[src/rtl/fp_pkg.sv]
// ---------------------------------------------------------------------------
// fp_pkg
// Shared definitions for the FP execution unit (divider, and later the
// multiplier that reuses fp_round_pack):
//   - default exponent/fraction widths (single precision)
//   - controller state encoding for the sequential divider
//   - operand class encoding and classifier
//   - exception flag bundle
//   - bias and canonical quiet-NaN helpers, generic in the field widths
// ---------------------------------------------------------------------------
package fp_pkg;

    localparam int DEF_EXP_W  = 8;
    localparam int DEF_FRAC_W = 23;

    // Divider controller states.
    localparam logic [1:0] ST_IDLE  = 2'd0;
    localparam logic [1:0] ST_ITER  = 2'd1;
    localparam logic [1:0] ST_ROUND = 2'd2;

    // Operand class. Subnormals are folded into FP_ZERO by the classifier.
    typedef enum logic [1:0] {
        FP_ZERO = 2'd0,
        FP_NORM = 2'd1,
        FP_INF  = 2'd2,
        FP_NAN  = 2'd3
    } fp_class_e;

    typedef struct packed {
        logic invalid;
        logic div_by_zero;
        logic overflow;
        logic underflow;
    } fp_flags_t;

    function automatic int fp_bias(input int exp_w);
        return (1 << (exp_w - 1)) - 1;
    endfunction

    // Canonical qNaN (sign 0, exponent all ones, fraction MSB only),
    // right-aligned in a 64-bit container; callers truncate to their width.
    function automatic logic [63:0] fp_qnan(input int exp_w, input int frac_w);
        return (((64'd1 << exp_w) - 64'd1) << frac_w) | (64'd1 << (frac_w - 1));
    endfunction

    // A zero exponent means zero or subnormal; both are treated as zero.
    function automatic fp_class_e fp_classify(input logic exp_zero,
                                              input logic exp_ones,
                                              input logic frac_zero);
        if (exp_zero) begin
            return FP_ZERO;
        end
        if (!exp_ones) begin
            return FP_NORM;
        end
        return frac_zero ? FP_INF : FP_NAN;
    endfunction

endpackage

[src/rtl/fp_round_pack.sv]
// ---------------------------------------------------------------------------
// fp_round_pack
// Combinational round-to-nearest-even, exponent adjust on mantissa carry,
// overflow/underflow detection and IEEE field packing. No subnormal outputs:
// results with a biased exponent <= 0 flush to signed zero.
//
// Ports:
//   sign      in   result sign
//   exp_in    in   signed biased exponent, EXP_W+2 bits (headroom both ways)
//   frac_in   in   FRAC_W fraction bits below the implied leading 1
//   guard     in   first bit below the fraction LSB
//   sticky    in   OR of every bit below guard (including any remainder)
//   result    out  packed {sign, exp, frac}
//   overflow  out  rounded exponent >= all-ones; result is signed infinity
//   underflow out  rounded exponent <= 0; result is signed zero
// ---------------------------------------------------------------------------
module fp_round_pack
    import fp_pkg::*;
#(
    parameter int EXP_W  = DEF_EXP_W,
    parameter int FRAC_W = DEF_FRAC_W
) (
    input  logic                        sign,
    input  logic signed [EXP_W+1:0]     exp_in,
    input  logic        [FRAC_W-1:0]    frac_in,
    input  logic                        guard,
    input  logic                        sticky,
    output logic        [EXP_W+FRAC_W:0] result,
    output logic                        overflow,
    output logic                        underflow
);

    localparam int E_W = EXP_W + 2;
    localparam logic signed [E_W-1:0] EXP_MAX  = E_W'((1 << EXP_W) - 1);
    localparam logic signed [E_W-1:0] EXP_ZERO = '0;

    logic                    round_up;
    logic [FRAC_W:0]         frac_inc;
    logic signed [E_W-1:0]   exp_r;

    always_comb begin
        round_up = guard & (sticky | frac_in[0]);
        frac_inc = {1'b0, frac_in} + {{FRAC_W{1'b0}}, round_up};
        // A carry out of the fraction means 1.11..1 rounded up to 10.00..0:
        // the low FRAC_W bits are already zero (mantissa 1.0), so only the
        // exponent needs bumping.
        exp_r     = exp_in + $signed({{(E_W-1){1'b0}}, frac_inc[FRAC_W]});
        overflow  = (exp_r >= EXP_MAX);
        underflow = (exp_r <= EXP_ZERO);
        if (overflow) begin
            result = {sign, {EXP_W{1'b1}}, {FRAC_W{1'b0}}};
        end else if (underflow) begin
            result = {sign, {(EXP_W+FRAC_W){1'b0}}};
        end else begin
            result = {sign, exp_r[EXP_W-1:0], frac_inc[FRAC_W-1:0]};
        end
    end

endmodule

[src/rtl/fp_div_seq.sv]
// ---------------------------------------------------------------------------
// fp_div_seq
// Sequential IEEE-754-style divider, generic in exponent/fraction width.
// Special operands resolve in IDLE with done on the following cycle; normal
// operands run FRAC_W+3 restoring-division steps (one quotient bit per
// cycle) and one ROUND cycle.
//
// Ports:
//   fp_clk       in   clock, rising edge
//   reset        in   synchronous active-high reset; aborts any operation
//   start        in   request; operands sampled when start=1 and busy=0
//   A, B         in   dividend / divisor {sign, exp, frac}
//   busy         out  operation in flight (ITER or ROUND)
//   done         out  one-cycle pulse; Out and flags valid from this cycle
//   Out          out  quotient, held until the next done
//   invalid      out  0/0, inf/inf or NaN operand
//   div_by_zero  out  finite nonzero / zero
//   overflow     out  result rounded to infinity
//   underflow    out  result flushed to zero
// ---------------------------------------------------------------------------
module fp_div_seq
    import fp_pkg::*;
#(
    parameter int EXP_W  = DEF_EXP_W,
    parameter int FRAC_W = DEF_FRAC_W
) (
    input  logic                     fp_clk,
    input  logic                     reset,
    input  logic                     start,
    input  logic [EXP_W+FRAC_W:0]    A,
    input  logic [EXP_W+FRAC_W:0]    B,
    output logic                     busy,
    output logic                     done,
    output logic [EXP_W+FRAC_W:0]    Out,
    output logic                     invalid,
    output logic                     div_by_zero,
    output logic                     overflow,
    output logic                     underflow
);

    localparam int W     = 1 + EXP_W + FRAC_W;
    localparam int SIG_W = FRAC_W + 1;      // significand with hidden 1
    localparam int REM_W = SIG_W + 1;       // partial remainder stays < 2*div
    localparam int Q_W   = FRAC_W + 3;      // 2^0 bit, fraction, guard, one extra
    localparam int CNT_W = $clog2(Q_W);
    localparam int E_W   = EXP_W + 2;
    localparam int BIAS  = fp_bias(EXP_W);

    localparam logic [CNT_W-1:0] CNT_LAST = CNT_W'(Q_W - 1);
    localparam logic [W-1:0]     QNAN     = W'(fp_qnan(EXP_W, FRAC_W));

    // ---------------- operand fields and classification ----------------
    logic               sign_a, sign_b, sign_r;
    logic [EXP_W-1:0]   exp_a, exp_b;
    logic [FRAC_W-1:0]  frac_a, frac_b;
    fp_class_e          cls_a, cls_b;

    assign {sign_a, exp_a, frac_a} = A;
    assign {sign_b, exp_b, frac_b} = B;
    assign sign_r = sign_a ^ sign_b;
    assign cls_a  = fp_classify(exp_a == '0, &exp_a, frac_a == '0);
    assign cls_b  = fp_classify(exp_b == '0, &exp_b, frac_b == '0);

    logic [W-1:0] inf_res, zero_res;
    assign inf_res  = {sign_r, {EXP_W{1'b1}}, {FRAC_W{1'b0}}};
    assign zero_res = {sign_r, {(W-1){1'b0}}};

    // Special-case decode, in priority order.
    logic         special;
    logic [W-1:0] spec_out;
    fp_flags_t    spec_flags;

    always_comb begin
        // NOTE: every combinational output gets a default first so no path
        // leaves it unassigned, which would otherwise infer a latch.
        special    = 1'b1;
        spec_out   = '0;
        spec_flags = '0;
        if (cls_a == FP_NAN || cls_b == FP_NAN) begin
            spec_out           = QNAN;
            spec_flags.invalid = 1'b1;
        end else if ((cls_a == FP_ZERO && cls_b == FP_ZERO) ||
                     (cls_a == FP_INF  && cls_b == FP_INF)) begin
            spec_out           = QNAN;
            spec_flags.invalid = 1'b1;
        end else if (cls_a == FP_NORM && cls_b == FP_ZERO) begin
            spec_out               = inf_res;
            spec_flags.div_by_zero = 1'b1;
        end else if (cls_a == FP_INF) begin
            spec_out = inf_res;          // inf / finite (zero divisor included)
        end else if (cls_a == FP_ZERO || cls_b == FP_INF) begin
            spec_out = zero_res;
        end else begin
            special = 1'b0;
        end
    end

    // ---------------- state ----------------
    logic [1:0]        state_q,  state_d;
    logic              sign_q,   sign_d;
    logic [EXP_W-1:0]  exp_a_q,  exp_a_d;
    logic [EXP_W-1:0]  exp_b_q,  exp_b_d;
    logic [REM_W-1:0]  rem_q,    rem_d;
    logic [SIG_W-1:0]  div_q,    div_d;
    logic [Q_W-1:0]    quo_q,    quo_d;
    logic [CNT_W-1:0]  cnt_q,    cnt_d;
    logic [W-1:0]      out_q,    out_d;
    fp_flags_t         flags_q,  flags_d;
    logic              done_q,   done_d;

    // ---------------- restoring step ----------------
    logic              rem_ge;
    logic [REM_W-1:0]  rem_sub;

    assign rem_ge  = (rem_q >= {1'b0, div_q});
    assign rem_sub = rem_ge ? (rem_q - {1'b0, div_q}) : rem_q;

    // ---------------- normalisation select for rounding ----------------
    // The quotient lies in (0.5, 2): quo_q MSB is the 2^0 bit. When it is
    // clear the result is one place lower, so take the window one bit down
    // and drop the exponent by one.
    logic [FRAC_W-1:0]     frac_sel;
    logic                  guard, sticky, eadj;
    logic signed [E_W-1:0] exp_pre;

    always_comb begin
        if (quo_q[Q_W-1]) begin
            frac_sel = quo_q[Q_W-2:2];
            guard    = quo_q[1];
            sticky   = quo_q[0] | (rem_q != '0);
            eadj     = 1'b0;
        end else begin
            frac_sel = quo_q[Q_W-3:1];
            guard    = quo_q[0];
            sticky   = (rem_q != '0);
            eadj     = 1'b1;
        end
        exp_pre = $signed({2'b00, exp_a_q} - {2'b00, exp_b_q}
                          + E_W'(BIAS) - {{(E_W-1){1'b0}}, eadj});
    end

    logic [W-1:0] rp_out;
    logic         rp_ovf, rp_unf;

    fp_round_pack #(
        .EXP_W  (EXP_W),
        .FRAC_W (FRAC_W)
    ) u_round_pack (
        .sign      (sign_q),
        .exp_in    (exp_pre),
        .frac_in   (frac_sel),
        .guard     (guard),
        .sticky    (sticky),
        .result    (rp_out),
        .overflow  (rp_ovf),
        .underflow (rp_unf)
    );

    // ---------------- next-state logic ----------------
    always_comb begin
        state_d = state_q;
        sign_d  = sign_q;
        exp_a_d = exp_a_q;
        exp_b_d = exp_b_q;
        rem_d   = rem_q;
        div_d   = div_q;
        quo_d   = quo_q;
        cnt_d   = cnt_q;
        out_d   = out_q;
        flags_d = flags_q;
        done_d  = 1'b0;

        case (state_q)
            ST_IDLE: begin
                if (start) begin
                    flags_d = '0;
                    sign_d  = sign_r;
                    exp_a_d = exp_a;
                    exp_b_d = exp_b;
                    if (special) begin
                        out_d   = spec_out;
                        flags_d = spec_flags;
                        done_d  = 1'b1;
                    end else begin
                        rem_d   = {1'b0, 1'b1, frac_a};
                        div_d   = {1'b1, frac_b};
                        quo_d   = '0;
                        cnt_d   = '0;
                        state_d = ST_ITER;
                    end
                end
            end

            ST_ITER: begin
                quo_d = {quo_q[Q_W-2:0], rem_ge};
                // rem_sub < div here, so its MSB is zero and the shift is lossless.
                rem_d = rem_sub << 1;
                cnt_d = cnt_q + CNT_W'(1);
                if (cnt_q == CNT_LAST) begin
                    state_d = ST_ROUND;
                end
            end

            ST_ROUND: begin
                out_d               = rp_out;
                flags_d.invalid     = 1'b0;
                flags_d.div_by_zero = 1'b0;
                flags_d.overflow    = rp_ovf;
                flags_d.underflow   = rp_unf;
                done_d              = 1'b1;
                state_d             = ST_IDLE;
            end

            default: state_d = ST_IDLE;
        endcase
    end

    // ---------------- registers ----------------
    always_ff @(posedge fp_clk) begin
        // NOTE: sequential state uses non-blocking assignments so every flop
        // samples the pre-edge value regardless of statement order.
        if (reset) begin
            state_q <= ST_IDLE;
            sign_q  <= 1'b0;
            exp_a_q <= '0;
            exp_b_q <= '0;
            rem_q   <= '0;
            div_q   <= '0;
            quo_q   <= '0;
            cnt_q   <= '0;
            out_q   <= '0;
            flags_q <= '0;
            done_q  <= 1'b0;
        end else begin
            state_q <= state_d;
            sign_q  <= sign_d;
            exp_a_q <= exp_a_d;
            exp_b_q <= exp_b_d;
            rem_q   <= rem_d;
            div_q   <= div_d;
            quo_q   <= quo_d;
            cnt_q   <= cnt_d;
            out_q   <= out_d;
            flags_q <= flags_d;
            done_q  <= done_d;
        end
    end

    assign busy        = (state_q != ST_IDLE);
    assign done        = done_q;
    assign Out         = out_q;
    assign invalid     = flags_q.invalid;
    assign div_by_zero = flags_q.div_by_zero;
    assign overflow    = flags_q.overflow;
    assign underflow   = flags_q.underflow;

endmodule
[config.mk]
export PLATFORM = sky130hd
export DESIGN_NAME = fp_div_seq
export DESIGN_NICKNAME = d
export VERILOG_FILES = /design/src/rtl/fp_pkg.sv /design/src/rtl/fp_round_pack.sv /design/src/rtl/fp_div_seq.sv
export SDC_FILE = /design/constraint.sdc
export NUM_CORES = 1
export LEC_CHECK = 0
export ABC_AREA = 1
export CORE_AREA = 3 3 139 167
export CTS_CLUSTER_SIZE = 28
export DETAILED_ROUTE_END_ITERATION = 7
export DIE_AREA = 0 0 142 170
export PLACE_DENSITY = 0.78
export RECOVER_POWER = 100
export REMOVE_ABC_BUFFERS = 1
export SKIP_LAST_GASP = 1
export SLEW_MARGIN = 15
export SYNTH_ARGS = -nofsm -noshare
export SYNTH_HDL_FRONTEND = slang
export SYNTH_SLANG_ARGS = --single-unit
[constraint.sdc]
create_clock -name fp_clk -period 3.7 [get_ports fp_clk]
set_input_delay 0.37 -clock fp_clk [delete_from_list [all_inputs] [get_ports fp_clk]]
set_output_delay 0.37 -clock fp_clk [all_outputs]
set_load 0.05 [all_outputs]
# Yosys cells after proc, flatten, opt, wreduce, memory -nomap -nowiden
# Cells that the tools add are included.
# word_totals
ff_bits	136
latch_bits	0
ramBits	0
romBits	0
inputBits	67
out_inout_bits	38
word_cells	126
memories	0
# op_classes
n_addsub	7
multipliers	0
div	0
order_cmp	3
n_eq_ne	12
shift	0
mux	60
bitwise_logic	5
reduce_logical	25
# op_table
operator	n
$mux 32	7
$pmux 32 s2	1
$mux 31	2
$mux 26	2
$pmux 26 s2	1
$mux 25	2
$pmux 25 s2	1
$logic_not 23->1	2
$ge 25x24->1	1
$reduce_bool 25->1	1
$add 23x1->24	1
$mux 24	1
$sub 24x24->24	1
$mux 1	23
$mux 23	1
$mux 2	11
$logic_not 8->1	2
$reduce_and 8->1	2
$reduce_and 3->1	4
$add 10x2->10	1
$add 9x8->10 const B	1
$eq 2x2->1 const B	5
$ge 10x9->1 const B	1
$le 10x1->1 const B	1
21 further kinds	37

# Logic depth before layout (Yosys ltp)
# Gate-level depths: netlist (run 1).
# depth
word_depth	15
depth_mapped	32
mapped_depth_nobuf	30

# Modules after synthesis
# Synthesis (run 1) repeated with hierarchy kept, for this count alone.
# unflattened
hier_cells	1651
area_unflattened_um2	9985.8
# by_module_without_submodules
mod	instances	cells_each	area_each_um2	seq_area_each_um2
fp_div_seq	1	1373	8625.8	2722.6
fp_round_pack	1	278	1360.1	0.0

# Least setup slack after synthesis (run 1)
# Ideal clock, no wire load.
# synth_timing
path_kind	flip-flop to flip-flop
from	register quo_q[25]
to	register out_q[17] (netlist: Out[17])
setup_ns	0.132
arrival_time_ns	3.401
required_time_ns	3.568
setup_slack_ns	0.167
path_stages_with_launch	32
n_path_buf	3
cell_sequence	dfxtp_1 > buf_6 > buf_6 > nand2_1 > o21ai_4 > inv_2 > nor2_4 > nand2_4 > nor2_8 > nand2_4 > nor2_4 > nand4_1 > nor2_1 > nand4_1 > nor2_1 > fa_1 > ha_1 > inv_1 > fa_1 > inv_1 > nand3_1 > nand2_1 > nand2_1 > nand2_1 > inv_1 > a21oi_1 > nand3_2 > nand2_2 > nor2_4 > buf_6 > nand3_1 > a21oi_1
# synth_between
elab_chain_len	9
elab_cells_between_ends	14
cone_classes	3 x add/sub; 2 x order compare; 7 x mux; 2 x bitwise
# synth_rtl
element	line	source
from (decl)	fp_div_seq.sv:105	logic [Q_W-1:0] quo_q, quo_d;
from (signal assigned)	fp_div_seq.sv:241	quo_q <= quo_d;
$mux 1 / $mux 23 (equally long branches)	fp_div_seq.sv:127	if (quo_q[Q_W-1]) begin
$or 1x1->1	fp_round_pack.sv:42	round_up = guard & (sticky | frac_in[0]);
$and 1x1->1	fp_round_pack.sv:42	
$add 23x1->24	fp_round_pack.sv:43	frac_inc = {1'b0, frac_in} + {{FRAC_W{1'b0}}, round_up};
$add 10x2->10	fp_round_pack.sv:47	exp_r = exp_in + $signed({{(E_W-1){1'b0}}, frac_inc[FRAC_W]});
$le 10x1->1	fp_round_pack.sv:49	underflow = (exp_r <= EXP_ZERO);
$mux 31	fp_round_pack.sv:52	end else if (underflow) begin
$mux 31 *	fp_round_pack.sv:50	if (overflow) begin
$pmux 32 s2 *	fp_div_seq.sv:173	case (state_q)
to (signal assigned)	fp_div_seq.sv:243	out_q <= out_d;
to (decl)	fp_div_seq.sv:107	logic [W-1:0] out_q, out_d;
# Mark *: on every way between the ends. The rest lies on a longest branch, timed or not.
# A chain may end at the register's enable or synchronous reset.

# Final worst setup path (run 1)
# layout_timing
from	register quo_q[25]
to	register out_q[1] (netlist: Out[1])
# Same word-level chain as after synthesis.

==> reports/results.tsv, run 1 <==
stage	metric	value	unit
grt	GRT overflow	0	
clocking	Worst-Skew Late Latency	0.43	ns
clocking	Clock Pin Slew Worst Setup and Hold Paths	0.06	ns
timing	Max Fclk	0.267	GHz
placement	IO Port Bufs	104	
critical_path	slowest CP cell	fa_2	
timing	Worst Tran Pin Value	1.59	ns
timing	PnR worst setup slack	-0.0521	ns
grt	largest net degree at the start of global routing	93	
timing	Final min period	3.75	ns
logic_synthesis	Seq cells post-synth	136	
route	met1 wire length	12500	microns
clocking	H-tree levels	4	
pwr	Lkg Pwr	5.44	nW
route	routed wire length	29500	microns
run_status	outcome	complete, but fails checks	
timing	Min Hold Slack	0.461	ns
timing	RSZ-0062 raised after global routing	true	
clocking	worst-case clock buffer depth	2	
route	Final ANT Viol Nets	0	
route	met2 routed wirelength	14000	microns
critical_path	Critical R2R Launch	quo_q[25]	
floorplanning	I/O pin cnt	105	
timing	Setup-failing EPs final	24	
critical_path	critical path launch point type	flip-flop	
placement	post-DP HPWL	21100	microns
worst_hold_path	hold path cells	2	
worst_hold_path	worst-case hold path end point	Out[0]	
timing	period utilization	1.01	
grt	vias in the first global route	9840	
logic_synthesis	Gate Count Post-Synth	1549	
cells_and_area	Final nets	1776	
logic_synthesis	Async S/R FF share, synth	0	
critical_path	R2R setup slack	-0.05	ns
cells_and_area	Area Growth Syn to Fin	22.8	%
run	max-cap violations	1	
grt	first-pass GRT wire length	47100	microns
floorplanning	core area	21800	sq um
critical_path	critical path peak fanout	11	
worst_hold_path	hold_sp	Out[0]	
logic_synthesis	Syn Area/Cell	6.27	sq um
route	drt pass-1 iters	6	
route	total number of vias	10326	
critical_path	reg2reg end	Out[1]	
placement	GP Congestion	0.976	
critical_path	Worst Setup End Kind	flip-flop	
route	Wirelength per Cell	15.1	microns
route	DRC viols	0	
placement	Post-DP Area	11000	sq um
cells_and_area	Antenna diodes	0	
run_status	failing checks	capacitance limit, slew limit, setup timing	
clocking	CTS root buf	clkbuf_16	
logic_synthesis	Syn Std Cell Area	9710	sq um
timing	Slew Viols, Final	37	
critical_path	WP buf/inv	6	
cells_and_area	fill count	2085	
timing	Sum Neg Setup Slack	-0.763	ns
critical_path	CP arrival	4.04	ns
floorplanning	Placement Rows	59	
logic_synthesis	sequential area share after synthesis	0.280	
floorplanning	initial core utilization	0.446	
timing	skew final	0.00871	ns
floorplanning	full die area	24100	sq um
floorplanning	die width	142	microns
route	met3 wire len	1880	microns
route	max layer used	met5	
cells_and_area	fin area	11900	sq um
clocking	CTS Buf Count	17	
critical_path	CP Class	flip-flop to flip-flop	
critical_path	CP required	3.98	ns
pwr	PD cells	519	nW/um^2
critical_path	family with the most delay on the worst path	simple AND/OR/NAND/NOR gates	
route	Iteration-0 DRC Markers	786	
pwr	peak supply drop	0.307	mV
timing	Fin. Hold Viols	0	
logic_synthesis	ys flop type	dfxtp_1	
route	Vias per Instance	5.30	
grt	antenna violations before repair	2	
floorplanning	die height	170	microns
pwr	Total Power	6.19	mW
clocking	CTS tree	yes	
clocking	clock sinks	136	
logic_synthesis	yosys warns	0	
worst_hold_path	hold crit path type	flip-flop to flip-flop	
critical_path	Critical Path Max Stage Delay	0.54	ns
cells_and_area	layout cell share with drive strength beyond 1	0.114	
logic_synthesis	Yosys cell types	51	
critical_path	R2R depth	27	
timing	Worst slew margin	-0.0580	
logic_synthesis	number of synthesized flops with an enable pin	0	
grt	GR Util All Layers	0.239	
-- cell type report --
type,count,area (sq um),area share
clock buffers,21,450,0.0378
clock inverters,11,124,0.0104
inverters,214,806,0.0675
multi-input cells,1143,6050,0.507
flip-flops and latches,136,2730,0.229
well taps,274,343,0.0287
repair buffers,151,1430,0.120
-- cells in the mapped netlist, types with 2 or more instances --
library cell / n / share of area
a21oi_1: 120 / 0.062
nand3b_1: 6 / 0.0046
clkbuf_1: 26 / 0.010
nand2_2: 14 / 0.0090
o21ai_2: 6 / 0.0054
clkinv_1: 4 / 0.0015
fa_1: 4 / 0.0082
inv_2: 8 / 0.0031
xor2_1: 19 / 0.017
nand2_1: 371 / 0.14
nand4_2: 2 / 0.0026
buf_6: 12 / 0.014
o21ai_1: 19 / 0.0098
nor3_1: 14 / 0.0072
buf_2: 14 / 0.0072
xnor2_1: 11 / 0.0099
o21bai_1: 4 / 0.0031
nand3_1: 115 / 0.059
or2_2: 2 / 0.0013
o21ai_4: 2 / 0.0033
nor4_1: 2 / 0.0013
o21ai_0: 97 / 0.050
inv_1: 202 / 0.078
nand2_4: 3 / 0.0035
nor2_2: 15 / 0.0097
buf_4: 2 / 0.0015
nor2_1: 190 / 0.073
dfxtp_1: 136 / 0.28
nor2_4: 6 / 0.0070
nand4_1: 53 / 0.034
nand3_2: 4 / 0.0041
ha_1: 42 / 0.054
buf_1: 5 / 0.0019
and2_1: 2 / 0.0013
-- report_power, final --
| group | leakage, nW | total, mW | internal, mW | switching (mW) |
|---|---|---|---|---|
| sequential | 1.11 | 1.63 | 1.56 | 0.0625 |
| combinational | 4.06 | 2.88 | 1.03 | 1.85 |
| clock | 0.273 | 1.68 | 1.01 | 0.675 |
-- placed cells by master, fill, tap and decap left out, drive strengths merged --
cell / n
a21o: 1
a21oi: 122
nand2: 389
ha: 42
bufinv: 2
clkinvlp: 3
nand3: 120
clkinv: 8
nand3b: 7
dfxtp: 136
buf: 44
a2111oi: 1
clkbuf: 25
o21a: 1
a31o: 1
nor3: 15
nor4: 2
o211ai: 1
o21ai: 124
a31oi: 1
xor2: 19
clkdlybuf4s50: 63
and2: 2
nand4: 55
fa: 4
inv: 212
o21bai: 4
nor3b: 1
or2: 4
nor2: 214
o311ai: 1
nand2b: 1
xnor2: 11
dlygate4sd3: 40
-- through the flow --
stage,std cells,setup WS [ns],utilization
floorplan,1490,-0.794,-
global placement,1894,-0.0284,0.504
detailed placement,1894,-0.193,0.504
CTS,1939,-0.00505,0.540
global route,1950,-0.421,0.548
finish,1950,-0.0521,0.548
-- registers in the layout (all words and copies together), names as in the netlist --
name / cells
overflow: 1
sign_q: 1
done: 1
state_q: 2
exp_a_q: 8
quo_q: 26
rem_q: 25
div_by_zero: 1
exp_b_q: 8
underflow: 1
div_q: 24
Out: 32
cnt_q: 5
invalid: 1
-- kinds of logic (layout without fill, tap and decap cells) --
| kind of cell | Yosys count | count (layout) | synth area share |
|---|---|---|---|
| compound gates | 257 | 257 | 0.142 |
| xor+xnor | 30 | 30 | 0.0270 |
| fa+ha+maj | 46 | 46 | 0.0623 |
| buf+inv | 273 | 397 | 0.117 |
| flops | 136 | 136 | 0.280 |
| simple gates | 807 | 810 | 0.371 |
-- worst max path at each step --
stage,startpoint,to,slack (ns),cells past startpoint
after floorplan,quo_q[25],Out[16],-0.79,27
after global placement,quo_q[25],Out[9],-0.03,27
after detailed placement,quo_q[25],Out[17],-0.19,27
after CTS,quo_q[25],Out[25],-0.005,28
after global routing,quo_q[25],Out[25],-0.42,28
final,quo_q[25],Out[1],-0.05,27
-- per-layer routing --
metal / track usage / vias to the layer above
met3: 0.0509 / 87
met4: 0.103 / 4
met5: 0 / -
met2: 0.404 / 334
li1: - / 5224
met1: 0.292 / 4677
-- timing repair --
item / CTS / global route
setup buffers: 11 / 14
cloned: 2 / 1
hold buffers: 0 / 0
gates resized for setup: 17 / 40
setup endpoints to repair: 31 / 33
pin swaps: 13 / 34
-- worst register-to-register path, stage by stage, from the launching register on --
cell and delay [ns]:
dfxtp_4 0.37, buf_6 0.14, o21ai_4 0.16, inv_2 0.07
nor2_4 0.11, nand2_4 0.08, nor2_8 0.09, nand2_4 0.07
nor2_4 0.09, nand4_1 0.11, nor2_1 0.10, nand4_1 0.10
nor2_2 0.12, fa_2 0.24, ha_4 0.15, inv_2 0.04
fa_2 0.54, inv_2 0.05, nor3_2 0.13, nand2_1 0.07
nor2_2 0.12, nand3_2 0.12, buf_6 0.16, nand2_8 0.08
nor2_4 0.04, buf_12 0.15, nand2_1 0.06, a21oi_1 0.06
Note: power is estimated with default switching activity, not from simulation.
==> run 2: changes to the inputs <==
- CORE_AREA: 3 3 139 167 -> 3 3 129 156
- DIE_AREA: 0 0 142 170 -> 0 0 132 159
- PLACE_DENSITY: 0.78 -> 0.87
==> reports/results.tsv, run 2 (synthesis results as in run 1) <==
stage	metric	value	unit	change
timing	Worst slew margin	-0.161		-0.103
floorplanning	die width	132	microns	-7.0%
cells_and_area	layout cell share with drive strength beyond 1	0.119		+0.00516
grt	antenna violations before repair	0		-2
placement	Post-Place Setup Slack	-0.210	ns	-0.0172 ns
critical_path	Worst Setup End Kind	flip-flop		
clocking	CTS root buf	clkbuf_16		
timing	Fin. Hold Viols	0		unchanged
critical_path	Critical Path Max Stage Delay	0.37	ns	-0.17 ns
placement	post-DP HPWL	20900	microns	-1.1%
critical_path	critical path launch point type	flip-flop		
clocking	Worst-Skew Late Latency	0.44	ns	about the same
placement	Post-DP Area	10900	sq um	-0.55%
cells_and_area	most frequent cells in the layout	356 x nand2_1, 197 x inv_1, 186 x nor2_1		
route	drt pass-1 iters	6		unchanged
timing	skew final	0.0112	ns	+0.00253 ns
pwr	Total Power	6.52	mW	+5.4%
route	Iteration-0 DRC Markers	943		+20%
pwr	PD cells	542	nW/um^2	+4.4%
floorplanning	die height	159	microns	-6.5%
cells_and_area	most common cell after layout, fill and taps aside	nand2_1		
clocking	# hold bufs at CTS	0		unchanged
timing	Final min period	3.96	ns	+0.206 ns
grt	vias in the first global route	10052		+2.2%
floorplanning	Placement Rows	55		-6.8%
route	Final ANT Viol Nets	0		unchanged
cells_and_area	Final nets	1779		+0.17%
critical_path	critical path peak fanout	6		-5
cells_and_area	Area Growth Syn to Fin	24.0	%	
grt	GRT overflow	0		unchanged
floorplanning	full die area	21000	sq um	-13%
cells_and_area	max reg flops	32		unchanged
grt	first-pass GRT wire length	48600	microns	+3.2%
clocking	CTS tree	yes		
route	Vias per Instance	5.63		+6.4%
critical_path	CP Class	flip-flop to flip-flop		
clocking	Clock Pin Slew Worst Setup and Hold Paths	0.06	ns	about the same
critical_path	Critical Path Most Common Cell	nand2_1		
timing	RSZ-0062 raised after global routing	true		
critical_path	slowest CP cell	fa_2		
critical_path	CP required	4.07	ns	+0.09 ns
timing	period utilization	1.07		+0.0558
clocking	worst-case clock buffer depth	2		unchanged
timing	Max Fclk	0.253	GHz	-5.2%
critical_path	family with the most delay on the worst path	simple AND/OR/NAND/NOR gates		
grt	largest net degree at the start of global routing	69		-26%
floorplanning	I/O pin cnt	105		unchanged
route	total number of vias	10899		+5.5%
placement	IO Port Bufs	104		unchanged
pwr	Lkg Pwr	5.52	nW	+1.3%
grt	GR Util All Layers	0.276		+0.0375
cells_and_area	Antenna diodes	0		unchanged
clocking	clock sinks	136		unchanged
run_status	outcome	complete, but fails checks		
route	DRC viols	0		unchanged
worst_hold_path	hold crit path type	input pin to flip-flop		
critical_path	WP buf/inv	4		-2
run	max-cap violations	1		unchanged
critical_path	CP arrival	4.33	ns	+0.29 ns
run_status	failing checks	capacitance limit, slew limit, setup timing		
route	routed wire length	31200	microns	+5.6%
timing	Setup-failing EPs final	33		+38%
placement	GP Congestion	0.956		-2.1%
route	Wirelength per Cell	16.1	microns	+6.4%
timing	Slew Viols, Final	37		unchanged
floorplanning	initial core utilization	0.517		+0.0710
clocking	H-tree levels	4		unchanged
floorplanning	core area	18800	sq um	-14%
cells_and_area	fin area	12000	sq um	+0.95%
timing	PnR worst setup slack	-0.258	ns	-0.206 ns
timing	Min Hold Slack	0.430	ns	-0.0312 ns
clocking	CTS Buf Count	17		unchanged
pwr	peak supply drop	0.371	mV	+21%
timing	Worst Tran Pin Value	1.74	ns	+0.154 ns
-- run 2: cell count changes in the layout (fill, tap and decap cells not counted), moves of 3 or more --
cell      before  now
nand2_1      362  356
nand2_4        5   10
a21oi_2       11    8
clkbuf_1       4    1
inv_2         15   12
inv_6          1    4
-- run 2: where the power goes --
group | internal (mW) | total (mW) | switching [mW]
sequential | 1.56 | 1.63 | 0.0667
combinational | 1.06 | 3.07 | 2.01
clock | 1.10 | 1.82 | 0.720
total | 3.73 | 6.52 | 2.80
-- run 2: cell type report --
class / count / area, sq um
Timing Repair Buffer: 154 / 1470
Clock inverter: 13 / 166
Fill cell: 1622 / 6740
Sequential cell: 136 / 2730
Tap cell: 256 / 320
Inverter: 214 / 808
Clock buffer: 19 / 453
Multi-Input combinational cell: 1143 / 6100
-- run 2: per-stage QoR --
| step | setup TNS, ns | util | std cells |
|---|---|---|---|
| after floorplan | -24.94 | - | 1490 |
| after global placement | -1.05 | 0.581 | 1871 |
| after detailed placement | -4.72 | 0.581 | 1871 |
| after CTS | 0 | 0.628 | 1919 |
| after global routing | -11.53 | 0.641 | 1935 |
| final | -5.51 | 0.641 | 1935 |
-- run 2: timing repair --
action                                  4_1_cts  5_1_grt
pin swaps                                    17       34
cloned                                        1        2
endpoints found under the setup margin       32       33
setup buffers                                15       16
gates resized for setup                      30       43
-- run 2: per-layer routing --
| layer | global-route usage | share of wire | routed length [microns] |
|---|---|---|---|
| met1 | 0.332 | 0.41 | 12700 |
| met2 | 0.487 | 0.48 | 15100 |
| met3 | 0.0484 | 0.069 | 2140 |
| met4 | 0.111 | 0.041 | 1260 |
| met5 | 0 | 0 | 0 |
-- run 2: path summary, 6_finish.rpt --
check / start / endpoint / slack (ns) / depth (start not counted)
max: quo_q[25] / Out[25] / -0.26 / 29
min: reset / rem_q[14] / 0.43 / 4
max reg2reg: quo_q[25] / Out[25] / -0.26 / 29
min reg2reg: Out[1] / Out[1] / 0.46 / 2
-- run 2: tightest hold or removal path, delay by kind of cell --
| kind | cells | cell delay (ns) |
|---|---|---|
| AND/OR/NAND/NOR | 2 | 0.18 |
| buffers and inverters | 2 | 0.26 |
